<file path="config.mk">
export PLATFORM = sky130hd
export DESIGN_NAME = rf_wb_arbiter
export DESIGN_NICKNAME = d
export VERILOG_FILES = /design/src/rtl/rf_ctrl_pkg.sv /design/src/rtl/rf_scoreboard.sv /design/src/rtl/rf_wb_arbiter.sv
export SDC_FILE = /design/constraint.sdc
export NUM_CORES = 1
export LEC_CHECK = 0
export BUFFER_PORTS_ARGS = -buffer_cell sky130_fd_sc_hd__buf_2
export CAP_MARGIN = 20
export CORE_ASPECT_RATIO = 1.5
export CORE_MARGIN = 8
export CORE_UTILIZATION = 55
export CTS_BUF_LIST = sky130_fd_sc_hd__clkbuf_4 sky130_fd_sc_hd__clkbuf_8 sky130_fd_sc_hd__clkbuf_16
export DETAILED_ROUTE_END_ITERATION = 10
export PLACE_DENSITY_LB_ADDON = 0.25
export SKIP_LAST_GASP = 1
export SYNTH_ARGS = -nofsm -noshare
export SYNTH_HDL_FRONTEND = slang
export SYNTH_SLANG_ARGS = --single-unit
export TNS_END_PERCENT = 100
</file>
<file path="constraint.sdc">
create_clock -name iClk -period 4.4 [get_ports iClk]
set_input_delay 0.22 -clock iClk [delete_from_list [all_inputs] [get_ports iClk]]
set_output_delay 0.22 -clock iClk [all_outputs]
set_load 0.01 [all_outputs]
</file>
<file path="src/rtl/rf_ctrl_pkg.sv">
// rf_ctrl_pkg: shared widths and types for the register-file write-back path
package rf_ctrl_pkg;
    localparam int DATA_W = 32;
    localparam int ADDR_W = 5;
    localparam int NREG   = 2 ** ADDR_W;
    typedef struct packed {
        logic [ADDR_W-1:0] addr;
        logic [DATA_W-1:0] data;
    } wb_req_t;
    typedef enum logic {REQ_ALU = 1'b0, REQ_LD = 1'b1} req_id_e;
endpackage

</file>
<file path="src/rtl/rf_scoreboard.sv">
// rf_scoreboard: per-register pending-write bits with two hazard query ports
module rf_scoreboard
    import rf_ctrl_pkg::*;
(
    input  logic              clk,
    input  logic              rst_n,
    input  logic              set_en,
    input  logic [ADDR_W-1:0] set_addr,
    input  logic              clr_en,
    input  logic [ADDR_W-1:0] clr_addr,
    input  logic [ADDR_W-1:0] chk_addr1,
    input  logic [ADDR_W-1:0] chk_addr2,
    output logic              busy1,
    output logic              busy2,
    output logic              any_busy
);
    logic [NREG-1:0] busy_q, busy_d;

    // set is applied after clear so a reservation on the commit edge stays outstanding
    always_comb begin
        busy_d = busy_q;
        if (clr_en) busy_d[clr_addr] = 1'b0;
        if (set_en) busy_d[set_addr] = 1'b1;
        busy_d[0] = 1'b0;
    end

    always_ff @(posedge clk or negedge rst_n) begin
        if (!rst_n) busy_q <= '0;
        else        busy_q <= busy_d;
    end

    assign busy1    = busy_q[chk_addr1];
    assign busy2    = busy_q[chk_addr2];
    assign any_busy = |busy_q;
endmodule

</file>
<file path="src/rtl/rf_wb_arbiter.sv">
// rf_wb_arbiter: round-robin arbitration of ALU/load write-backs into a registered
// regfile write port, plus the RAW-hazard scoreboard
module rf_wb_arbiter
    import rf_ctrl_pkg::*;
(
    input  logic              iClk,
    input  logic              iRstn,
    input  logic              iReq0Valid,
    input  logic [ADDR_W-1:0] iReq0Addr,
    input  logic [DATA_W-1:0] iReq0Data,
    output logic              oReq0Ready,
    input  logic              iReq1Valid,
    input  logic [ADDR_W-1:0] iReq1Addr,
    input  logic [DATA_W-1:0] iReq1Data,
    output logic              oReq1Ready,
    input  logic              iRsvValid,
    input  logic [ADDR_W-1:0] iRsvAddr,
    input  logic [ADDR_W-1:0] iChkAddr1,
    input  logic [ADDR_W-1:0] iChkAddr2,
    output logic              oBusy1,
    output logic              oBusy2,
    output logic              oWe,
    output logic [ADDR_W-1:0] oWaddr,
    output logic [DATA_W-1:0] oWdata,
    output logic              oIdle
);
    wb_req_t           req0, req1, sel;
    req_id_e           rr_q, rr_d, gnt;
    logic              xfer;
    logic              we_q, we_d;
    logic [ADDR_W-1:0] waddr_q, waddr_d;
    logic [DATA_W-1:0] wdata_q, wdata_d;
    logic              any_busy;

    assign req0 = {iReq0Addr, iReq0Data};
    assign req1 = {iReq1Addr, iReq1Data};

    // the write port never back-pressures, so readiness depends only on valids and rr
    always_comb begin
        oReq0Ready = iReq0Valid && (!iReq1Valid || rr_q == REQ_ALU);
        oReq1Ready = iReq1Valid && (!iReq0Valid || rr_q == REQ_LD);
        xfer       = oReq0Ready || oReq1Ready;
        gnt        = oReq1Ready ? REQ_LD : REQ_ALU;
        sel        = oReq1Ready ? req1 : req0;
        rr_d       = xfer ? (gnt == REQ_ALU ? REQ_LD : REQ_ALU) : rr_q;
        we_d       = xfer && sel.addr != '0;
        waddr_d    = we_d ? sel.addr : waddr_q;
        wdata_d    = we_d ? sel.data : wdata_q;
    end

    always_ff @(posedge iClk or negedge iRstn) begin
        if (!iRstn) begin
            rr_q    <= REQ_ALU;
            we_q    <= 1'b0;
            waddr_q <= '0;
            wdata_q <= '0;
        end else begin
            rr_q    <= rr_d;
            we_q    <= we_d;
            waddr_q <= waddr_d;
            wdata_q <= wdata_d;
        end
    end

    rf_scoreboard u_sb (
        .clk      (iClk),
        .rst_n    (iRstn),
        .set_en   (iRsvValid),
        .set_addr (iRsvAddr),
        .clr_en   (we_q),
        .clr_addr (waddr_q),
        .chk_addr1(iChkAddr1),
        .chk_addr2(iChkAddr2),
        .busy1    (oBusy1),
        .busy2    (oBusy2),
        .any_busy (any_busy)
    );

    assign oWe    = we_q;
    assign oWaddr = waddr_q;
    assign oWdata = wdata_q;
    assign oIdle  = !any_busy && !we_q;
endmodule
</file>
==> reports/metrics.json <==
{
  "outcome": "finished clean",
  "cts_post_setup_buffers_inserted": 0,
  "chip_width_um": 86.1,
  "hold_ws_ns": 0.0460,
  "mostFrequentLayoutCells": "136 x buf_2, 105 x nand2_1, 70 x dfrtp_1",
  "initial_core_util": 0.565,
  "post_cts_hold_buffer_count": 0,
  "clkSinkCount": 70,
  "tightest_slew_ns": 0.876,
  "power_density_mw_per_mm2": 465,
  "yosysWarningCount": 0,
  "cts.clk_slew.worst_paths_ns": 0.07,
  "mappedNetlistNets": 512,
  "synth_seq_cells": 70,
  "cts_root_buffer": "clkbuf_8",
  "viasPerCell": 5.61,
  "mappedNetlistArea_sq_mm": 0.00406,
  "cap_violations": 0,
  "critical_path_required_ns": 4.63,
  "fp.dieArea_sq_mm": 0.0104,
  "detailroute.wirelength.met2_um": 6020,
  "core_region_area_sq_mm": 0.00718,
  "cts_tree": "built",
  "setup.worst_path.start_class": "register",
  "worstReg2RegStart": "rr_q",
  "antenna_left": 0,
  "global_route_wire_length_before_repair_um": 19000,
  "worst_r2r_path_depth": 7,
  "max-clock-path-buffers": 2,
  "drt_pre_antenna_iters": 5,
  "met3_length_um": 794,
  "worst-path-max-fanout": 36,
  "grt_antenna_before_repair": 0,
  "final_layout_size_suffix_gt1_frac": 0.367,
  "row_count": 38,
  "grt_usage": 0.232,
  "mean_instance_size_in_the_synthesized_netlist_sq_um": 9.70,
  "place_congestion": 0.875,
  "drt_iter0_drc": 209,
  "inserted_diodes": 0,
  "flow.area_growth_from_synthesis_pct": 23.8,
  "pin_count": 137,
  "slack_of_the_worst_reg_to_reg_path_ns": 1.74,
  "post_cts.resized_instances": 0,
  "path_type_of_the_worst_setup_path": "reg2reg",
  "place.port_buffers": 136,
  "post-dp-hpwl_um": 8730,
  "critical_path_arrival_ns": 2.89,
  "vias": 3665,
  "crit_chain": "nand2b_1, nand2_2, clkinv_4, o21ai_2, a21o_2, buf_4, mux2_4",
  "length_of_routed_wiring_on_met1_um": 4430,
  "minimum_period_implied_by_the_final_worst_setup_slack_ns": 2.66,
  "regToRegEndpoint": "oWdata[10]",
  "final_common_cell": "buf_2",
  "rsz_0062_raised_after_global_routing": "no",
  "totalWireLength_um": 11600,
  "finalSetupTns_ns": 0,
  "grt_start_max_net_pins": 71,
  "fin_worst_skew_ns": 0.00734,
  "endpoint_kind": "register",
  "htreeDepth": 3,
  "final_hold_viol_count": 0,
  "globalRoute.totalOverflow": 0,
  "wire_per_inst_um": 17.7,
  "dieHeight_um": 121,
  "number_of_global_route_vias_before_repair": 3933,
  "maxSlewHeadroom": 0.416,
  "longest_individual_stage_delay_on_the_worst_path_ns": 0.55,
  "power.static_leakage_uw": 0.00244,
  "synth_cell_types": 38,
  "worst_path_max_delay_cell": "a21o_2",
  "fmaxAchievable_mhz": 376,
  "cts_buffers": 9,
  "nets": 642,
  "setup_viol": 0,
  "worstPathBufferInverterCount": 2,
  "syn_inst": 418,
  "path_category_of_the_worst_min_delay_check": "in2async",
  "synth.yosys.seq_area_share": 0.432,
  "insertion_delay_ns": 0.34,
  "final-max-slew-violation-count": 0,
  "post-route-period-util": 0.605,
  "peakVddDrop_mv": 0.233,
  "drc_errors": 0,
  "highest-signal-layer": "met4",
  "cp_top_family": "compound AO/OA/AOI/OAI gates"
}
-- cell usage after synthesis --
| master | n | area share |
|---|---|---|
| or3_1 | 4 | 0.0062 |
| nand2_2 | 1 | 0.0015 |
| nand2b_1 | 3 | 0.0046 |
| nand2_1 | 105 | 0.097 |
| o2111ai_1 | 1 | 0.0022 |
| mux4_2 | 6 | 0.033 |
| o21ai_0 | 67 | 0.083 |
| nor2b_1 | 6 | 0.0093 |
| mux2i_1 | 25 | 0.062 |
| nand3b_1 | 10 | 0.019 |
| a22oi_1 | 4 | 0.0074 |
| mux2_4 | 28 | 0.10 |
| nor3b_1 | 2 | 0.0037 |
| nand4_1 | 4 | 0.0062 |
| buf_6 | 1 | 0.0028 |
| nor2_2 | 1 | 0.0015 |
| nor3_1 | 6 | 0.0074 |
| a21o_1 | 1 | 0.0019 |
| o2bb2ai_1 | 1 | 0.0022 |
| o221ai_1 | 2 | 0.0043 |
| buf_2 | 3 | 0.0037 |
| nor4_1 | 9 | 0.014 |
| or4_4 | 1 | 0.0028 |
| nor2_1 | 8 | 0.0074 |
| dfrtp_1 | 70 | 0.43 |
| mux2_2 | 4 | 0.011 |
| o211ai_1 | 1 | 0.0019 |
| clkinv_4 | 1 | 0.0022 |
| a21boi_0 | 1 | 0.0019 |
| clkbuf_1 | 12 | 0.011 |
| o21ai_2 | 1 | 0.0022 |
| buf_12 | 3 | 0.015 |
| or3b_2 | 4 | 0.0086 |
| buf_1 | 1 | 0.00092 |
| inv_1 | 1 | 0.00092 |
| a21oi_1 | 7 | 0.0086 |
| nand3_1 | 11 | 0.014 |
| a2111oi_0 | 2 | 0.0043 |
-- power breakdown --
group	internal, uW	leakage [uW]	switching, uW	total [uW]
clock network	437	0.000134	252	689
logic	313	0.00149	303	616
registers	827	0.000815	200	1030
total	1580	0.00244	755	2330
-- per-layer routing --
layer,up-vias,global-route usage
li1,1754,-
met1,1719,0.251
met2,167,0.408
met3,25,0.0671
met4,0,0.102
met5,-,0
-- cell families (layout without fill, tap and decap cells) --
family	after synthesis	in the layout	synth area share
simple gates	175	175	0.202
mux	63	63	0.210
compound gates	88	88	0.119
buf+inv	22	157	0.0364
flops	70	70	0.432
-- worst max path at each step --
| stage | slack, ns | start | endpoint | depth (start not counted) |
|---|---|---|---|---|
| finish | 1.74 | rr_q | oWdata[10] | 7 |
| floorplan | 2.58 | iChkAddr1[0] | oBusy1 | 5 |
| CTS | 1.72 | rr_q | oWdata[10] | 7 |
| global route | 1.53 | rr_q | oWdata[10] | 7 |
| detailed placement | 1.73 | rr_q | oWdata[18] | 7 |
| global placement | 1.81 | rr_q | oWdata[6] | 7 |
-- area by class of cell --
class                           count  area (sq um)
Fill cell                         562          2160
Multi-Input combinational cell    326          2160
Sequential cell                    70          1750
Timing Repair Buffer              139           703
Clock inverter                      7           146
Tap cell                          100           125
Clock buffer                        9           124
Inverter                            2          12.5
-- flip-flops by register name, summed over array words and instances, names as in the netlist --
register and cells:
rr_q 1, oWaddr 5, u_sb.busy_q 31, oWe 1, oWdata 32
-- metrics by stage --
stage / area [sq um] / util / instances / setup slack [ns] / total power (uW)
floorplan: 4060 / - / 418 / 2.58 / 1390
global placement: 4750 / 0.662 / 637 / 1.81 / 1620
CTS: 5020 / 0.699 / 653 / 1.72 / 2340
global route: 5020 / 0.699 / 653 / 1.53 / 2470
detailed placement: 4750 / 0.662 / 637 / 1.73 / 1650
finish: 5020 / 0.699 / 653 / 1.74 / 2330
Power figures use the tool's default switching activity.
